## config.mk

```make
export PLATFORM = sky130hd
export DESIGN_NAME = fc_logit_argmax_flat
export DESIGN_NICKNAME = d
export VERILOG_FILES = /design/src/rtl/fc_logit_argmax_pkg.sv /design/src/rtl/fc_logit_argmax_if.sv /design/src/rtl/fc_top2_tracker.sv /design/src/rtl/fc_logit_argmax.sv /design/src/flat_wrapper.sv
export SDC_FILE = /design/constraint.sdc
export NUM_CORES = 1
export LEC_CHECK = 0
export ABC_AREA = 1
export BUFFER_PORTS_ARGS = -buffer_cell sky130_fd_sc_hd__buf_2
export CAP_MARGIN = 20
export CORE_MARGIN = 3
export CORE_UTILIZATION = 34
export DETAILED_ROUTE_END_ITERATION = 6
export PLACE_DENSITY_LB_ADDON = 0.2
export SYNTH_ARGS = -nofsm -noshare
export SYNTH_HDL_FRONTEND = slang
export SYNTH_SLANG_ARGS = --single-unit
export TNS_END_PERCENT = 1
```

## constraint.sdc

```tcl
create_clock -name clk -period 6.7 [get_ports clk]
set_clock_uncertainty 0.15 [all_clocks]
set_input_delay 0.67 -clock clk [delete_from_list [all_inputs] [get_ports clk]]
set_output_delay 0.67 -clock clk [all_outputs]
set_load 0.02 [all_outputs]
```

## src/rtl/fc_logit_argmax_pkg.sv

```systemverilog
// Shared NPU constants and types for the FC-layer logit sink.
package fc_logit_argmax_pkg;

  localparam int OUTPUT_NUM = 10;  // classes per frame, must be >= 2
  localparam int DATA_W     = 12;  // signed logit width
  localparam int IDX_W      = 4;   // ceil(log2(OUTPUT_NUM))
  localparam int FCNT_W     = 16;  // completed-frame counter width

  typedef logic signed [DATA_W-1:0] logit_t;
  typedef logic [IDX_W-1:0]         idx_t;
  typedef logic [DATA_W-1:0]        margin_t;
  typedef logic [FCNT_W-1:0]        fcnt_t;

  // Most negative logit; seeds the runner-up at the first sample of a frame.
  localparam logit_t LOGIT_MIN = {1'b1, {(DATA_W-1){1'b0}}};

  typedef enum logic [0:0] {
    ST_IDLE    = 1'b0,
    ST_COLLECT = 1'b1
  } state_t;

  // max - second in DATA_W+1 bits; max >= second, so the low DATA_W bits hold it.
  function automatic margin_t top2_margin(input logit_t max_v, input logit_t sec_v);
    logic signed [DATA_W:0] diff;
    diff = {max_v[DATA_W-1], max_v} - {sec_v[DATA_W-1], sec_v};
    return diff[DATA_W-1:0];
  endfunction

endpackage

```

## src/rtl/fc_logit_argmax_if.sv

```systemverilog
// Logit stream, buffer read port and result bus of the argmax sink.
interface fc_logit_argmax_if;
  import fc_logit_argmax_pkg::*;

  logic    valid_in;
  logit_t  data_in;
  logic    clear;
  idx_t    rd_addr;
  logit_t  rd_data;
  idx_t    class_idx;
  logit_t  max_logit;
  margin_t margin;
  logic    valid_out;
  logic    busy;
  fcnt_t   frame_cnt;

  // Upstream FC layer / host side
  modport master (
    output valid_in, data_in, clear, rd_addr,
    input  rd_data, class_idx, max_logit, margin, valid_out, busy, frame_cnt
  );

  // Argmax block side
  modport slave (
    input  valid_in, data_in, clear, rd_addr,
    output rd_data, class_idx, max_logit, margin, valid_out, busy, frame_cnt
  );

endinterface

```

## src/rtl/fc_top2_tracker.sv

```systemverilog
// Running top-2 tracker: largest logit, its index and the runner-up.
module fc_top2_tracker
  import fc_logit_argmax_pkg::*;
(
  input  logic   clk,
  input  logic   rst,
  input  logic   upd,        // accepted sample this cycle
  input  logic   first,      // sample is the first of its frame
  input  idx_t   k,          // sample index within the frame
  input  logit_t x,
  output logit_t max_val,
  output logit_t second_val,
  output idx_t   max_idx
);

  logit_t max_reg;
  logit_t second_reg;
  idx_t   idx_reg;

  // Strict greater-than on the max keeps the lower index on ties; an equal
  // value falls through to the runner-up so the margin becomes zero.
  always_ff @(posedge clk or posedge rst) begin
    if (rst) begin
      max_reg    <= '0;
      second_reg <= '0;
      idx_reg    <= '0;
    end else if (upd) begin
      if (first) begin
        max_reg    <= x;
        second_reg <= LOGIT_MIN;
        idx_reg    <= '0;
      end else if (x > max_reg) begin
        second_reg <= max_reg;
        max_reg    <= x;
        idx_reg    <= k;
      end else if (x > second_reg) begin
        second_reg <= x;
      end
    end
  end

  assign max_val    = max_reg;
  assign second_val = second_reg;
  assign max_idx    = idx_reg;

endmodule

```

## src/rtl/fc_logit_argmax.sv

```systemverilog
// Terminal NPU block: collects one frame of logits, buffers them and
// reports the argmax class, its logit and the top-2 margin.
module fc_logit_argmax
  import fc_logit_argmax_pkg::*;
(
  input logic               clk,
  input logic               rst,
  fc_logit_argmax_if.slave  bus
);

  state_t  state_reg;
  idx_t    cnt_reg;
  logic    busy_reg;
  logic    done_reg;
  logit_t  buf_reg [OUTPUT_NUM];
  logit_t  rd_data_reg;
  idx_t    class_idx_reg;
  logit_t  max_logit_reg;
  margin_t margin_reg;
  logic    valid_out_reg;
  fcnt_t   frame_cnt_reg;

  logit_t  trk_max;
  logit_t  trk_second;
  idx_t    trk_idx;

  logic accept;
  logic first_sample;
  logic last_sample;

  assign accept       = bus.valid_in && !bus.clear;
  assign first_sample = (cnt_reg == '0);
  assign last_sample  = accept && (cnt_reg == idx_t'(OUTPUT_NUM - 1));

  fc_top2_tracker u_top2 (
    .clk        (clk),
    .rst        (rst),
    .upd        (accept),
    .first      (first_sample),
    .k          (cnt_reg),
    .x          (bus.data_in),
    .max_val    (trk_max),
    .second_val (trk_second),
    .max_idx    (trk_idx)
  );

  // Frame FSM: sample counter, busy flag and the one-cycle result strobe.
  always_ff @(posedge clk or posedge rst) begin
    if (rst) begin
      state_reg <= ST_IDLE;
      cnt_reg   <= '0;
      busy_reg  <= 1'b0;
      done_reg  <= 1'b0;
    end else begin
      // A completed frame still reports even if clear follows immediately.
      done_reg <= last_sample;
      case (state_reg)
        ST_IDLE: begin
          if (accept) begin
            state_reg <= ST_COLLECT;
            cnt_reg   <= idx_t'(1);
            busy_reg  <= 1'b1;
          end
        end
        ST_COLLECT: begin
          if (bus.clear || last_sample) begin
            state_reg <= ST_IDLE;
            cnt_reg   <= '0;
            busy_reg  <= 1'b0;
          end else if (accept) begin
            cnt_reg   <= cnt_reg + idx_t'(1);
          end
        end
        default: begin
          state_reg <= ST_IDLE;
          cnt_reg   <= '0;
          busy_reg  <= 1'b0;
        end
      endcase
    end
  end

  // Logit buffer write; the counter always addresses a valid entry.
  always_ff @(posedge clk or posedge rst) begin
    if (rst) begin
      for (int i = 0; i < OUTPUT_NUM; i++) buf_reg[i] <= '0;
    end else if (accept) begin
      buf_reg[cnt_reg] <= bus.data_in;
    end
  end

  // Registered buffer read; sees the pre-write contents on a same-edge write.
  always_ff @(posedge clk or posedge rst) begin
    if (rst) begin
      rd_data_reg <= '0;
    end else if ({1'b0, bus.rd_addr} < (IDX_W + 1)'(OUTPUT_NUM)) begin
      rd_data_reg <= buf_reg[bus.rd_addr];
    end else begin
      rd_data_reg <= '0;
    end
  end

  // Result stage: samples the tracker one edge after the last logit, so a
  // new frame's first update on that same edge cannot disturb it.
  always_ff @(posedge clk or posedge rst) begin
    if (rst) begin
      class_idx_reg <= '0;
      max_logit_reg <= '0;
      margin_reg    <= '0;
      valid_out_reg <= 1'b0;
      frame_cnt_reg <= '0;
    end else if (done_reg) begin
      class_idx_reg <= trk_idx;
      max_logit_reg <= trk_max;
      margin_reg    <= top2_margin(trk_max, trk_second);
      valid_out_reg <= 1'b1;
      frame_cnt_reg <= frame_cnt_reg + fcnt_t'(1);
    end else begin
      valid_out_reg <= 1'b0;
    end
  end

  assign bus.rd_data   = rd_data_reg;
  assign bus.class_idx = class_idx_reg;
  assign bus.max_logit = max_logit_reg;
  assign bus.margin    = margin_reg;
  assign bus.valid_out = valid_out_reg;
  assign bus.busy      = busy_reg;
  assign bus.frame_cnt = frame_cnt_reg;

endmodule

```

## src/flat_wrapper.sv

```systemverilog
// flat-port wrapper written by rule: the top's interface ports become plain ports
module fc_logit_argmax_flat import fc_logit_argmax_pkg::*;
  (clk, rst, bus_valid_in, bus_data_in, bus_clear, bus_rd_addr, bus_rd_data, bus_class_idx, bus_max_logit, bus_margin, bus_valid_out, bus_busy, bus_frame_cnt);
  fc_logit_argmax_if bus_i ();
  input logic clk;
  input logic rst;
  input wire logic [$bits(bus_i.valid_in)-1:0] bus_valid_in;
  input wire logic [$bits(bus_i.data_in)-1:0] bus_data_in;
  input wire logic [$bits(bus_i.clear)-1:0] bus_clear;
  input wire logic [$bits(bus_i.rd_addr)-1:0] bus_rd_addr;
  output wire logic [$bits(bus_i.rd_data)-1:0] bus_rd_data;
  output wire logic [$bits(bus_i.class_idx)-1:0] bus_class_idx;
  output wire logic [$bits(bus_i.max_logit)-1:0] bus_max_logit;
  output wire logic [$bits(bus_i.margin)-1:0] bus_margin;
  output wire logic [$bits(bus_i.valid_out)-1:0] bus_valid_out;
  output wire logic [$bits(bus_i.busy)-1:0] bus_busy;
  output wire logic [$bits(bus_i.frame_cnt)-1:0] bus_frame_cnt;
  assign bus_i.valid_in = bus_valid_in;
  assign bus_i.data_in = bus_data_in;
  assign bus_i.clear = bus_clear;
  assign bus_i.rd_addr = bus_rd_addr;
  assign bus_rd_data = bus_i.rd_data;
  assign bus_class_idx = bus_i.class_idx;
  assign bus_max_logit = bus_i.max_logit;
  assign bus_margin = bus_i.margin;
  assign bus_valid_out = bus_i.valid_out;
  assign bus_busy = bus_i.busy;
  assign bus_frame_cnt = bus_i.frame_cnt;
  fc_logit_argmax u_core (.clk(clk), .rst(rst), .bus(bus_i));
endmodule
```

### Word level (Yosys, flattened, before mapping)

Index checks and enable logic that the tools add are counted.

| word-level totals | value |
|---|---|
| register bits | 212 |
| logic and storage cells | 76 |

| cells by class | value |
|---|---|
| magnitude comparators | 6 |
| add/subtract/negate cells | 3 |
| eq/ne operators | 4 |
| reductions and logical operators | 12 |
| multiplexer cells | 25 |
| bitwise operators | 3 |

Operators with widths:

| cell | count |
|---|---|
| bitwise mux 120 bit | 1 |
| two-way mux 12 bit | 9 |
| binary-select mux 12 bit (select 4 bit) | 1 |
| demux 12 bit (select 4 bit) | 1 |
| > comparator 12 bit | 2 |
| two-way mux 4 bit | 5 |
| adder 16 x 1 -> 16 bit, second input constant | 1 |
| subtractor 12 bit | 1 |
| >= comparator 5 bit, second input constant | 2 |
| inverter 4 -> 5 bit | 2 |
| case mux 4 bit (2 select lines) | 1 |
| AND reduction 2 bit | 4 |
| < comparator 5 x 1 -> 1 bit, second input constant | 1 |
| two-way mux 1 bit | 5 |
| adder 4 x 1 -> 4 bit, second input constant | 1 |
| == test 4 bit, second input constant | 1 |
| zero test 4 bit | 1 |
| < comparator 4 bit, second input constant | 1 |
| case mux 1 bit (2 select lines) | 2 |
| logical AND 1 bit | 3 |
| inequality test 3 bit, second input constant | 1 |
| nonzero test 3 bit | 1 |
| inequality test 2 x 1 -> 1 bit, second input constant | 1 |
| inequality test 2 bit, second input constant | 1 |
| 4 further kinds | 4 |

### Logic depth before layout (Yosys ltp)

| logic depth | value |
|---|---|
| depth after elaboration | 6 |
| gate-level depth with buffers | 18 |
| gate-level depth less buffers | 16 |

### Modules after synthesis

A second synthesis with hierarchy kept.

| second synthesis, totals | value |
|---|---|
| cells, all modules | 1334 |
| area total of the unflattened synthesis | 10725.3 µm² |

By module, submodules not included:

| module | area an instance (µm²) | times used | cells each | seq. area each (µm²) |
|---|---|---|---|---|
| fc_logit_argmax | 8635.8 | 1 | 1040 | 4604.4 |
| fc_top2_tracker | 2089.5 | 1 | 294 | 700.7 |

### Least setup slack after synthesis

Ideal clock, no wire load.

| timing path | value |
|---|---|
| kind | input to register |
| start point | input bus_data_in[0] |
| end point | register u_core.u_top2.second_reg[1] (netlist: u_core.u_top2.second_val[1]) |
| cell stages on the path | 17 |
| data required time | 6433 ps |
| path slack | 4312 ps |
| library setup time | 117 ps |
| data arrival time | 2121 ps |
| cell sequence | inv_1 -> clkbuf_1 -> ha_1 -> inv_1 -> nand2_1 -> nand2_1 -> nand2_1 -> nand2_1 -> nand2_2 -> nand4_1 -> nand3_2 -> nand2_1 -> nand2_2 -> nand2_2 -> buf_6 -> nand2_1 -> nand2_1 |

| on the way | value |
|---|---|
| longest elaborated chain between the ends | 3 |
| elaborated cells between the ends (all ways) | 6 |

RTL lines:

| element | RTL line | RTL |
|---|---|---|
| start: declaration | flat_wrapper.sv:8 | `input wire logic [$bits(bus_i.data_in)-1:0] bus_data_in;` |
| > comparator 12 bit, on equally long branches | fc_top2_tracker.sv:32, fc_top2_tracker.sv:36 |  |
| nonzero test 3 bit (no line) or two-way mux 12 bit (tied branches) | -- |  |
| AND reduction 2 bit (no line) or two-way mux 12 bit (tied branches) | -- |  |
| end signal: assignment | fc_top2_tracker.sv:33 | `second_reg <= max_reg;` |
| end: declaration | fc_top2_tracker.sv:17 | `logit_t second_reg;` |

Parallel ways exist; a longest one is shown, timed or not.
A chain may end at the register's enable or synchronous reset.

### Worst setup path in the final report

| timing path | value |
|---|---|
| start point | register u_core.u_top2.max_reg[11] (netlist: u_core.u_top2.max_val[11]) |
| end point | register u_core.u_top2.second_reg[9] (netlist: u_core.u_top2.second_val[9]) |

| on the way | value |
|---|---|
| longest elaborated chain between the ends | 3 |
| elaborated cells between the ends (all ways) | 5 |

RTL lines:

| element | RTL line | RTL |
|---|---|---|
| start: declaration | fc_top2_tracker.sv:16 | `logit_t max_reg;` |
| start signal: assignment | fc_top2_tracker.sv:24 | `max_reg <= '0;` |
| start signal: assignment | fc_top2_tracker.sv:29 | `max_reg <= x;` |
| start signal: assignment | fc_top2_tracker.sv:34 | `max_reg <= x;` |
| > comparator 12 bit (*) | fc_top2_tracker.sv:32 | `end else if (x > max_reg) begin` |
| nonzero test 3 bit (no line) or two-way mux 12 bit (tied branches) | -- |  |
| AND reduction 2 bit (no line) or two-way mux 12 bit (tied branches) | -- |  |

Mark *: on every way between the ends. The rest lies on a longest branch, timed or not.

==> impl_metrics.json <==
{
  "start_kind": "flip-flop",
  "finalCritPeriodShare": 0.486,
  "syn_area_per_cell_sq_um": 8.39,
  "synth_fp_nets": 1283,
  "finalInstanceArea_sq_mm": 0.0118,
  "hold_path.class": "primary input to asynchronous set/reset pin",
  "synth_top_area_cell": "dfrtp_1",
  "cts_root_buffer": "clkbuf_16",
  "period_minus_slack_ns": 3.26,
  "setup_viol": 0,
  "outcome": "finished clean",
  "port_buffers": 77,
  "yosysMostFrequentCell": "nand2_1",
  "synth-seq-area-share": 0.517,
  "die_area_sq_mm": 0.0323,
  "vias_per_cell": 4.93,
  "diodes": 0,
  "gr-total-overflow": 0,
  "finalHoldViolations": 0,
  "ys_seq_elements": 212,
  "placed_area_sq_mm": 0.0109,
  "grt_use_met1": 0.231,
  "cts_htree_levels": 1,
  "coreArea_sq_mm": 0.0292,
  "irDropWorstVdd_mv": 0.164,
  "tightest_slew_ns": 1.03,
  "synth_edf_count": 0,
  "drv_cap": 0,
  "ff2ff_setup_slack_ns": 3.44,
  "slew_violations": 0,
  "pre_cts_slack_ns": 3.13,
  "initial_core_util": 0.351,
  "clk_latency_ns": 0.52,
  "worst_slack_ns": 3.44,
  "fin_tns_setup_ns": 0,
  "path_clk_slew_ns": 0.06,
  "end_kind": "flip-flop",
  "numCtsBuffers": 25,
  "wl_per_cell_um": 16.3,
  "synth_cells": 1222,
  "busiest_layer": "met2",
  "crit_arrival_ns": 3.51,
  "vias": 8263,
  "dr.pass1.iters": 5,
  "place_inst": 1630,
  "row_count": 62,
  "synth.yosys.warnings": 0,
  "boundaryPins": 78,
  "async_flop_share": 1.00,
  "grt.met2_usage": 0.286,
  "grt_pass1_vias": 8146,
  "fp.dieW_um": 180,
  "post_layout_nonfiller_instances": 1675,
  "grt_usage": 0.168,
  "power_density_mw_per_mm2": 404,
  "drtAntennaViolNets": 0,
  "area_growth_pct": 15.2,
  "rsz0062_at_grt": "false",
  "grt_max_degree": 85,
  "worstPathMaxFanout": 41,
  "first_iter_violations": 631,
  "p_leak_uw": 0.00598,
  "cts_tree": "done",
  "synthTopCellsByCount": "nand2_1 (274), dfrtp_1 (212), o21ai_0 (175)",
  "grt_pass1_wl_um": 44800,
  "die_h_um": 180,
  "timing.fmax_mhz": 307,
  "syn_area_sq_mm": 0.0103,
  "nFillCells": 2950,
  "synth.area.top_cells": "dfrtp_1 (52%), nand2_1 (10%), o21ai_0 (8.5%), ha_1 (4.9%), nor2_1 (4.2%)",
  "clock-sinks": 212,
  "cts_resized": 0,
  "synth_flop_cell": "dfrtp_1",
  "yosysUniqueCellTypes": 37,
  "relSlewSlack": 0.311,
  "dp_hpwl_um": 18300,
  "drc_errors": 0,
  "antenna_found_initial": 0,
  "grt_util_met3": 0.0243,
  "cts.path.max_buffers": 3,
  "worst-setup-path-type": "flip-flop to flip-flop",
  "largest_reg_flops": 120,
  "drive_gt1_frac": 0.114,
  "wl_um": 27300,
  "postCtsHoldBufs": 0,
  "synth_top_area_share": 0.517,
  "nets": 1335,
  "cts_setup_buffers": 0,
  "cp.required_ns": 6.95,
  "gp_routability_congestion": 0.829
}
==> through the flow <==
| step | power (uW) | utilization | hold slack [ns] |
|---|---|---|---|
| floorplan | 2970 | - | 0.298 |
| global placement | 3330 | 0.373 | 0.303 |
| detailed placement | 3360 | 0.373 | 0.307 |
| CTS | 4810 | 0.403 | 0.0542 |
| global route | 5160 | 0.404 | 0.0754 |
| finish | 4770 | 0.404 | 0.0307 |
==> per-layer routing <==
layer	up-vias	share of wire
met5	-	0
met4	0	0.014
met3	30	0.041
met2	145	0.48
met1	3979	0.47
li1	4109	-
==> power by group <==
group | internal [uW] | total, uW | switching (uW)
Clock | 896 | 1430 | 534
Sequential | 1630 | 1830 | 196
Combinational | 547 | 1510 | 963
Total | 3080 | 4770 | 1690
==> placed cells by master (no fill, tap or decap), types with 7 or more instances in the layout <==
cell type / Yosys / layout
o211ai_1: 7 / 7
nand2_1: 274 / 274
nand3_1: 58 / 58
inv_1: 109 / 108
nand4_1: 11 / 11
clkbuf_16: 0 / 25
o221ai_1: 7 / 7
clkbuf_8: 0 / 9
dfrtp_1: 212 / 212
o21ai_1: 13 / 13
o21ai_0: 175 / 175
buf_2: 9 / 77
buf_4: 4 / 9
nor2_1: 114 / 114
xor2_1: 14 / 14
ha_1: 40 / 40
a21oi_1: 71 / 71
==> worst max-delay path: stages (launching register included) <==
cell	delay, ns
dfrtp_1	0.42
inv_1	0.14
ha_1	0.38
a21o_1	0.18
nor2_1	0.21
nand4_1	0.16
nand3_2	0.28
nand2_1	0.11
nand2_2	0.57
nand2_2	0.32
nand2_1	0.16
nand2_1	0.05
==> cells by family (layout without fill, tap and decap cells) <==
logic type / count (synthesis) / count (layout) / synth area share
AO/OA/AOI/OAI: 293 / 293 / 0.152
flip-flops: 212 / 212 / 0.517
buffers and inverters: 177 / 246 / 0.0688
XOR/XNOR: 20 / 20 / 0.0171
AND/OR/NAND/NOR: 473 / 473 / 0.189
adder cells (fa/ha/maj): 41 / 41 / 0.0508
multiplexers: 6 / 6 / 0.00586
==> worst paths after layout <==
check                                                           start                                      end  cells past startpoint
max in group asynchronous                                         rst      u_core.bus.max_logit[9]$_DFFE_PP0P_                      3
worst max-delay path            u_core.u_top2.max_val[11]$_DFFE_PP0P_  u_core.u_top2.second_val[9]$_DFFE_PP0P_                     11
worst min-delay path                                              rst           u_core.buf_reg[85]$_DFFE_PP0P_                      2
worst max register to register  u_core.u_top2.max_val[11]$_DFFE_PP0P_  u_core.u_top2.second_val[9]$_DFFE_PP0P_                     11
min in group clk                                       bus_data_in[0]           u_core.buf_reg[48]$_DFFE_PP0P_                      3
worst min register to register   u_core.bus.frame_cnt[15]$_DFFE_PP0P_     u_core.bus.frame_cnt[15]$_DFFE_PP0P_                      1
==> cell type report <==
class / instances / area [sq um] / share of cell area
repair buffers: 87 / 468 / 0.0396
well taps: 384 / 480 / 0.0407
clock inverters: 6 / 109 / 0.00922
inverters: 115 / 439 / 0.0372
flip-flops and latches: 212 / 5310 / 0.449
clock buffers: 38 / 764 / 0.0647
multi-input cells: 833 / 4240 / 0.359
No activity file was read; power rests on OpenSTA's default activity.
